## src/rtl/bep_frame_controller.sv

```systemverilog
// Sequencer for the serial BEP frame decoder: captures completed frames, re-arms the decoder
// and keeps saturating statistics. Optional serial-idle timeout is enabled by `BEP_TIMEOUT_EN.
module bep_frame_controller #(
    parameter int SYNC_STAGES    = 2,
    parameter int REARM_CYCLES   = 4,
    parameter int TIMEOUT_CYCLES = 4096,
    parameter int COUNT_WIDTH    = 8
) (
    input  logic                   clk,
    input  logic                   reset,
    input  logic                   serial_clock,
    input  logic                   dec_full,
    input  logic [95:0]            dec_frame,
    output logic                   dec_reset_n,
    output logic                   frame_valid,
    input  logic                   frame_ack,
    output logic [95:0]            frame_data,
    input  logic [3:0]             byte_sel,
    output logic [7:0]             byte_out,
    output logic [COUNT_WIDTH-1:0] frame_count,
    output logic [COUNT_WIDTH-1:0] overrun_count,
    output logic [COUNT_WIDTH-1:0] timeout_count,
    output logic [1:0]             ctrl_state
);

    typedef enum logic [1:0] {
        REARM   = 2'd0,
        SETTLE  = 2'd1,
        ARMED   = 2'd2,
        CAPTURE = 2'd3
    } state_t;

    localparam int RW = $clog2(REARM_CYCLES + 1);

    state_t                   state, next_state;
    logic [RW-1:0]            rearm_cnt;
    logic [SYNC_STAGES-1:0]   full_sync;
    logic                     full_s;
    logic                     timeout_hit;

    always_ff @(posedge clk or posedge reset) begin
        if (reset) full_sync <= '0;
        else       full_sync <= {full_sync[SYNC_STAGES-2:0], dec_full};
    end

    assign full_s = full_sync[SYNC_STAGES-1];

`ifdef BEP_TIMEOUT_EN
    localparam int TW = $clog2(TIMEOUT_CYCLES + 1);

    logic [SYNC_STAGES-1:0]   sclk_sync;
    logic                     sclk_s, sclk_prev, serial_edge, seen_edge;
    logic [TW-1:0]            idle_cnt;
    logic [COUNT_WIDTH-1:0]   timeout_q;

    assign sclk_s      = sclk_sync[SYNC_STAGES-1];
    assign serial_edge = sclk_s & ~sclk_prev;
    // A frame completing in the same cycle outranks the timeout.
    assign timeout_hit = (state == ARMED) && !full_s && seen_edge && !serial_edge &&
                         (idle_cnt == TW'(TIMEOUT_CYCLES - 1));

    always_ff @(posedge clk or posedge reset) begin
        if (reset) begin
            sclk_sync <= '0;
            sclk_prev <= 1'b0;
            seen_edge <= 1'b0;
            idle_cnt  <= '0;
            timeout_q <= '0;
        end else begin
            sclk_sync <= {sclk_sync[SYNC_STAGES-2:0], serial_clock};
            sclk_prev <= sclk_s;
            if (state == SETTLE && next_state == ARMED) begin
                seen_edge <= 1'b0;
                idle_cnt  <= '0;
            end else if (state == ARMED) begin
                if (serial_edge) begin
                    seen_edge <= 1'b1;
                    idle_cnt  <= '0;
                end else if (seen_edge) begin
                    idle_cnt <= timeout_hit ? '0 : idle_cnt + 1'b1;
                end
            end
            if (timeout_hit && timeout_q != '1)
                timeout_q <= timeout_q + 1'b1;
        end
    end

    assign timeout_count = timeout_q;
`else
    assign timeout_hit   = 1'b0;
    assign timeout_count = '0;
`endif

    always_comb begin
        next_state = state;
        case (state)
            REARM:   if (rearm_cnt <= RW'(1)) next_state = SETTLE;
            SETTLE:  if (!full_s) next_state = ARMED;
            ARMED: begin
                if (full_s)           next_state = CAPTURE;
                else if (timeout_hit) next_state = REARM;
            end
            CAPTURE: next_state = REARM;
            default: next_state = REARM;
        endcase
    end

    // dec_reset_n is registered so the decoder's async reset never sees decode glitches.
    always_ff @(posedge clk or posedge reset) begin
        if (reset) begin
            state       <= REARM;
            rearm_cnt   <= RW'(REARM_CYCLES);
            dec_reset_n <= 1'b0;
        end else begin
            state       <= next_state;
            dec_reset_n <= (next_state != REARM);
            if (next_state == REARM && state != REARM)
                rearm_cnt <= RW'(REARM_CYCLES);
            else if (state == REARM && rearm_cnt != '0)
                rearm_cnt <= rearm_cnt - 1'b1;
        end
    end

    always_ff @(posedge clk or posedge reset) begin
        if (reset) begin
            frame_data    <= '0;
            frame_valid   <= 1'b0;
            frame_count   <= '0;
            overrun_count <= '0;
        end else if (state == CAPTURE) begin
            frame_data  <= dec_frame;
            frame_valid <= 1'b1;
            if (frame_count != '1)
                frame_count <= frame_count + 1'b1;
            if (frame_valid && !frame_ack && overrun_count != '1)
                overrun_count <= overrun_count + 1'b1;
        end else if (frame_valid && frame_ack) begin
            frame_valid <= 1'b0;
        end
    end

    always_comb begin
        byte_out = '0;
        for (int unsigned i = 0; i < 12; i++) begin
            if (byte_sel == 4'(i))
                byte_out = frame_data[95 - 8*i -: 8];
        end
    end

    assign ctrl_state = state;

endmodule

```

## config.mk

```make
export PLATFORM = sky130hd
export DESIGN_NAME = bep_frame_controller
export DESIGN_NICKNAME = d
export VERILOG_FILES = /design/src/rtl/bep_frame_controller.sv
export SDC_FILE = /design/constraint.sdc
export NUM_CORES = 1
export LEC_CHECK = 0
export BUFFER_PORTS_ARGS = -buffer_cell sky130_fd_sc_hd__buf_2
export CELL_PAD_IN_SITES_DETAIL_PLACEMENT = 1
export CELL_PAD_IN_SITES_GLOBAL_PLACEMENT = 2
export CORE_MARGIN = 2
export CORE_UTILIZATION = 30
export CTS_CLUSTER_DIAMETER = 60
export CTS_CLUSTER_SIZE = 25
export DETAILED_ROUTE_END_ITERATION = 7
export PLACE_DENSITY_LB_ADDON = 0.12
export SKIP_CTS_REPAIR_TIMING = 1
export SLEW_MARGIN = 10
export SYNTH_ARGS = -nofsm -noshare
export SYNTH_HDL_FRONTEND = slang
export SYNTH_SLANG_ARGS = --single-unit
```

## constraint.sdc

```tcl
create_clock -name clk -period 4.9 [get_ports clk]
set_input_delay 0.245 -clock clk [delete_from_list [all_inputs] [get_ports clk]]
set_output_delay 0.245 -clock clk [all_outputs]
set_load 0.1 [all_outputs]
```

# Word level (Yosys, flattened, before mapping)
# Cells that the tools add are included.
[classes] addsub=3 div_mod_pow=0 multipliers=0 shift=0 n_eq_ne=16 mux=20 bitwise=0 order_cmp=1 n_reduce_logical=16
[ops] cell="8-bit two-way mux" n=12
[ops] cell="8-bit by 1-bit adder with 8-bit output (second input constant)" n=2
[ops] cell="4-bit by 3-bit == test with 1-bit output (second input constant)" n=4
[ops] cell="4-bit == test (second input constant)" n=4
[ops] cell="8-bit != test (second input constant)" n=2
[ops] cell="4-bit by 2-bit == test with 1-bit output (second input constant)" n=2
[ops] cell="2-bit case mux with 4 select lines" n=1
[ops] cell="2-bit nonzero test" n=4
[ops] cell="2-bit two-way mux" n=3
[ops] cell="3-bit two-way mux" n=2
[ops] cell="1-bit logical AND" n=5
[ops] cell="2-bit == test (second input constant)" n=2
[ops] cell="4-bit by 1-bit == test with 1-bit output (second input constant)" n=1
[ops] cell="2-bit logical NOT" n=2
[ops] cell="4-bit logical NOT" n=1
[ops] cell="2-bit AND reduction" n=2
[ops] cell="3-bit by 1-bit less-or-equal comparator with 1-bit output (second input constant)" n=1
[ops] cell="3-bit nonzero test" n=1
[ops] cell="3-bit by 1-bit subtractor with 3-bit output (second input constant)" n=1
[ops] cell="2-bit by 1-bit == test with 1-bit output (second input constant)" n=1
[ops] cell="1-bit two-way mux" n=2
[ops] cell="1-bit logical NOT" n=1
[totals] register_bits=121 memories=0 mem_bits_rw=0 elab_cells=64 mem_bits_ro=0 latchBits=0

# Longest topological paths before layout
[logic_depth] ltp_word=13 mapped_depth=7 depth_no_buf=7

# Worst setup path after synthesis
# No wires, ideal clock.
[synth_path] path_type="register to output" from="register frame_data[74]" to="output port byte_out[2]" t_arrival_ns=3.694 path_slack_ns=0.961 stages_incl_launch_ff=5 n_path_buf=0 cell_sequence="dfrtp_1 -> mux2i_1 -> o2bb2ai_1 -> a221oi_2 -> o32ai_1"
[synth_between] elab_chain_cells=10
[synth_lines] element="from (decl)" line_no="17" source="output logic [95:0] frame_data,"
[synth_lines] element="from (signal assigned)" line_no="131" source="frame_data <= dec_frame;"
[synth_lines] element="8-bit two-way mux (10 in a row)" line_no="145" source="if (byte_sel == 4'(i))"
[synth_lines] element="to (decl)" line_no="19" source="output logic [7:0] byte_out,"
# No other way between the ends.

# Worst setup path in the final report
[layout_path] from="input port byte_sel[1]" to="output port byte_out[4]"
[layout_between] elab_chain_cells=13 word_cells_on_any_way=24 classes_between="eq/ne (11); mux (12); reduce/logical (1)"
[layout_lines] element="from (decl)" line_no="18" source="input logic [3:0] byte_sel,"
[layout_lines] element="4-bit logical NOT" line_no="145"
[layout_lines] element="8-bit two-way mux (11 in a row)" line_no="145"
[layout_lines] element="8-bit two-way mux *" line_no="145"
# Mark *: on every way between the ends. The rest lies on a longest branch, timed or not.

==> results.py <==
metrics = {
    "timing": {
        "period_needed_ps": 2820,
        "finalCritPeriodShare": 0.575,
        "rsz0062_at_grt": "no",
        "final.setup.tns_ps": 0,
        "slew_violations": 0,
        "finClkSkew_ps": 11.0,
        "setup_ws_ps": 2080,
        "setup_viol": 0,
        "finalHoldViolations": 53,
        "fmax_mhz": 355,
        "tightestPinTransition_ps": 1160,
        "holdWs_ps": -35.3,
        "slew_headroom": 0.227,
    },
    "floorplanning": {
        "die_h_um": 144,
        "fp.dieW_um": 144,
        "coreArea_mm2": 0.0193,
        "initial_core_util": 0.304,
        "rows": 51,
        "pin_count": 237,
        "dieArea_mm2": 0.0207,
    },
    "routing": {
        "drc_errors": 0,
        "routed_wl_um": 20700,
        "wl_per_cell_um": 18.1,
        "drt_iter0_markers": 267,
        "dr.pass1.iters": 4,
        "viasPerCell": 4.70,
        "vias": 5375,
        "postRouteAntennaNets": 0,
    },
    "synthesis": {
        "yosys.area.top_type": "dfrtp_1",
        "synth_ff_type": "dfrtp_1",
        "synthTopCellsByArea": "dfrtp_1 51%, nand2_1 19%, mux2i_1 2.6%",
        "ys_ff_latch": 121,
        "yosys_warnings": 0,
        "async_flop_share": 1.00,
        "synth_edf_count": 0,
        "synth_top_area_frac": 0.512,
        "syn_avg_cell_area_um2": 9.00,
        "synth.distinct_cells": 60,
        "ys_seq_area_frac": 0.516,
        "syn-cell-area_mm2": 0.00587,
        "synthCells": 652,
    },
    "layout": {
        "multi_input_area_mm2": 0.00258,
        "final-seq-area_mm2": 0.00303,
        "drive_above_1_share": 0.316,
        "layout_common_cells": "297 x nand2_1, 227 x buf_2, 120 x dfrtp_1",
        "nets": 972,
        "fillers": 2343,
        "syn_to_final_growth_pct": 32.1,
        "stdcell_count": 1143,
        "final_common_cell": "nand2_1",
    },
    "cts": {
        "tritoncts": "built",
        "clk_latency_ps": 420,
        "clk_pin_slew_ps": 50,
        "h-tree-depth": 4,
        "cts-root-buf": "clkbuf_16",
        "cts_made_buffers": 17,
        "cts.sinks": 121,
        "cts_buffer_depth": 2,
    },
    "global_routing": {
        "grt_pass1_wl_um": 31800,
        "first_global_vias": 5575,
        "grt_max_degree": 103,
        "antenna_found_initial": 2,
        "overflow": 0,
        "grt_util_all_layers": 0.203,
    },
    "place": {
        "port_buffers": 227,
        "gp_congestion": 0.757,
        "dpl.hpwl_um": 14700,
        "post-place-cells": 1108,
        "pre_cts_ws_ps": 2030,
    },
    "worst_hold_path": {
        "hold_path_class": "primary input to async pin",
    },
    "worst_setup_path": {
        "slowest_delay_ps": 760,
        "crit_type": "primary input to primary output",
        "startpoint_type": "primary input",
        "critPathMostFrequentCell": "buf_2",
        "arrival_ps": 2570,
        "worstSetupEndpointType": "primary output",
        "critPathRequiredTime_ps": 4660,
        "cp_slowest_cell": "buf_2",
        "path_cells": "buf_2, mux4_2, a22oi_1, o221ai_1, o31a_1, buf_2",
        "cp_max_fo": 42,
    },
    "flow_run": {
        "cap_viol_max_count": 0,
    },
    "run_status": {
        "violations": "negative hold slack",
        "status": "complete, but fails checks",
    },
}
## stage by stage
step | utilization | hold slack (ps) | cell area, um2
5_1_grt | 0.401 | 15.2 | 7750
3_5_place_dp | 0.369 | 351 | 7140
4_1_cts | 0.400 | -71.1 | 7740
3_3_place_gp | 0.369 | 338 | 7140
6_report | 0.401 | -35.3 | 7750
2_1_floorplan | - | 276 | 5890
## cell type report
cell class / count / area share
clock buffer: 25 / 0.0626
multi-input combinational: 482 / 0.333
clock inverter: 7 / 0.0148
tap: 265 / 0.0428
inverter: 11 / 0.00597
timing repair buffer: 230 / 0.150
antenna: 2 / 0.000645
sequential: 121 / 0.391
## state kept, by name, summed over array words and instances, names as in the netlist
signal	cells
rearm_cnt	3
dec_reset_n	1
frame_data	96
ctrl_state	2
frame_count	8
overrun_count	8
full_sync	2
frame_valid	1
## logic make-up after synthesis
logic type,count (synthesis),synth area share
fa+ha+maj,4,0.00853
other cells,1,0.000639
buf+inv,56,0.0503
mux,32,0.0691
simple gates,358,0.250
compound gates,67,0.0855
flops,121,0.516
xor+xnor,13,0.0194
## critical path, delay by kind of cell
kind,cells,cell delay (ps)
mux,1,650
buf+inv,2,1050
compound gates,3,600
## cell usage after synthesis, drive strengths merged, types with 3 or more instances
master and n:
nand2 298, dfrtp 120, buf 33, mux2i 15, o21ai 14, nor2 13, clkbuf 12, mux2 12
inv 11, nand3 9, xnor2 9, a21oi 8, nand4 7, a211oi 5, a221oi 5, mux4 5
nand2b 5, o22ai 5, and2 4, ha 4, nor2b 4, nor3 4, o2bb2ai 4, xor2 4
a22oi 3, a2bb2oi 3
## path summary, 6_finish.rpt
path	startpoint	to	slack [ps]	cells past startpoint
setup / recovery	byte_sel[1]	byte_out[4]	2080	6
setup reg to reg	ctrl_state[1]	frame_count[1]	2370	3
min in group clk	frame_ack	frame_valid	10	2
max in group asynchronous	reset	frame_data[15]	3820	3
hold / removal	reset	overrun_count[3]	-40	2
hold reg to reg	full_sync[0]	full_sync[1]	360	0
## routing by layer
metal / share of wire / vias up / GRT usage
li1: - / 2579 / -
met4: 0.011 / 0 / 0.0593
met3: 0.043 / 13 / 0.0383
met1: 0.48 / 2638 / 0.280
met5: 0 / - / 0
met2: 0.47 / 145 / 0.325
Power is not shown: default switching activity piles up to over one toggle a cycle in this logic, so the estimate is an artifact.
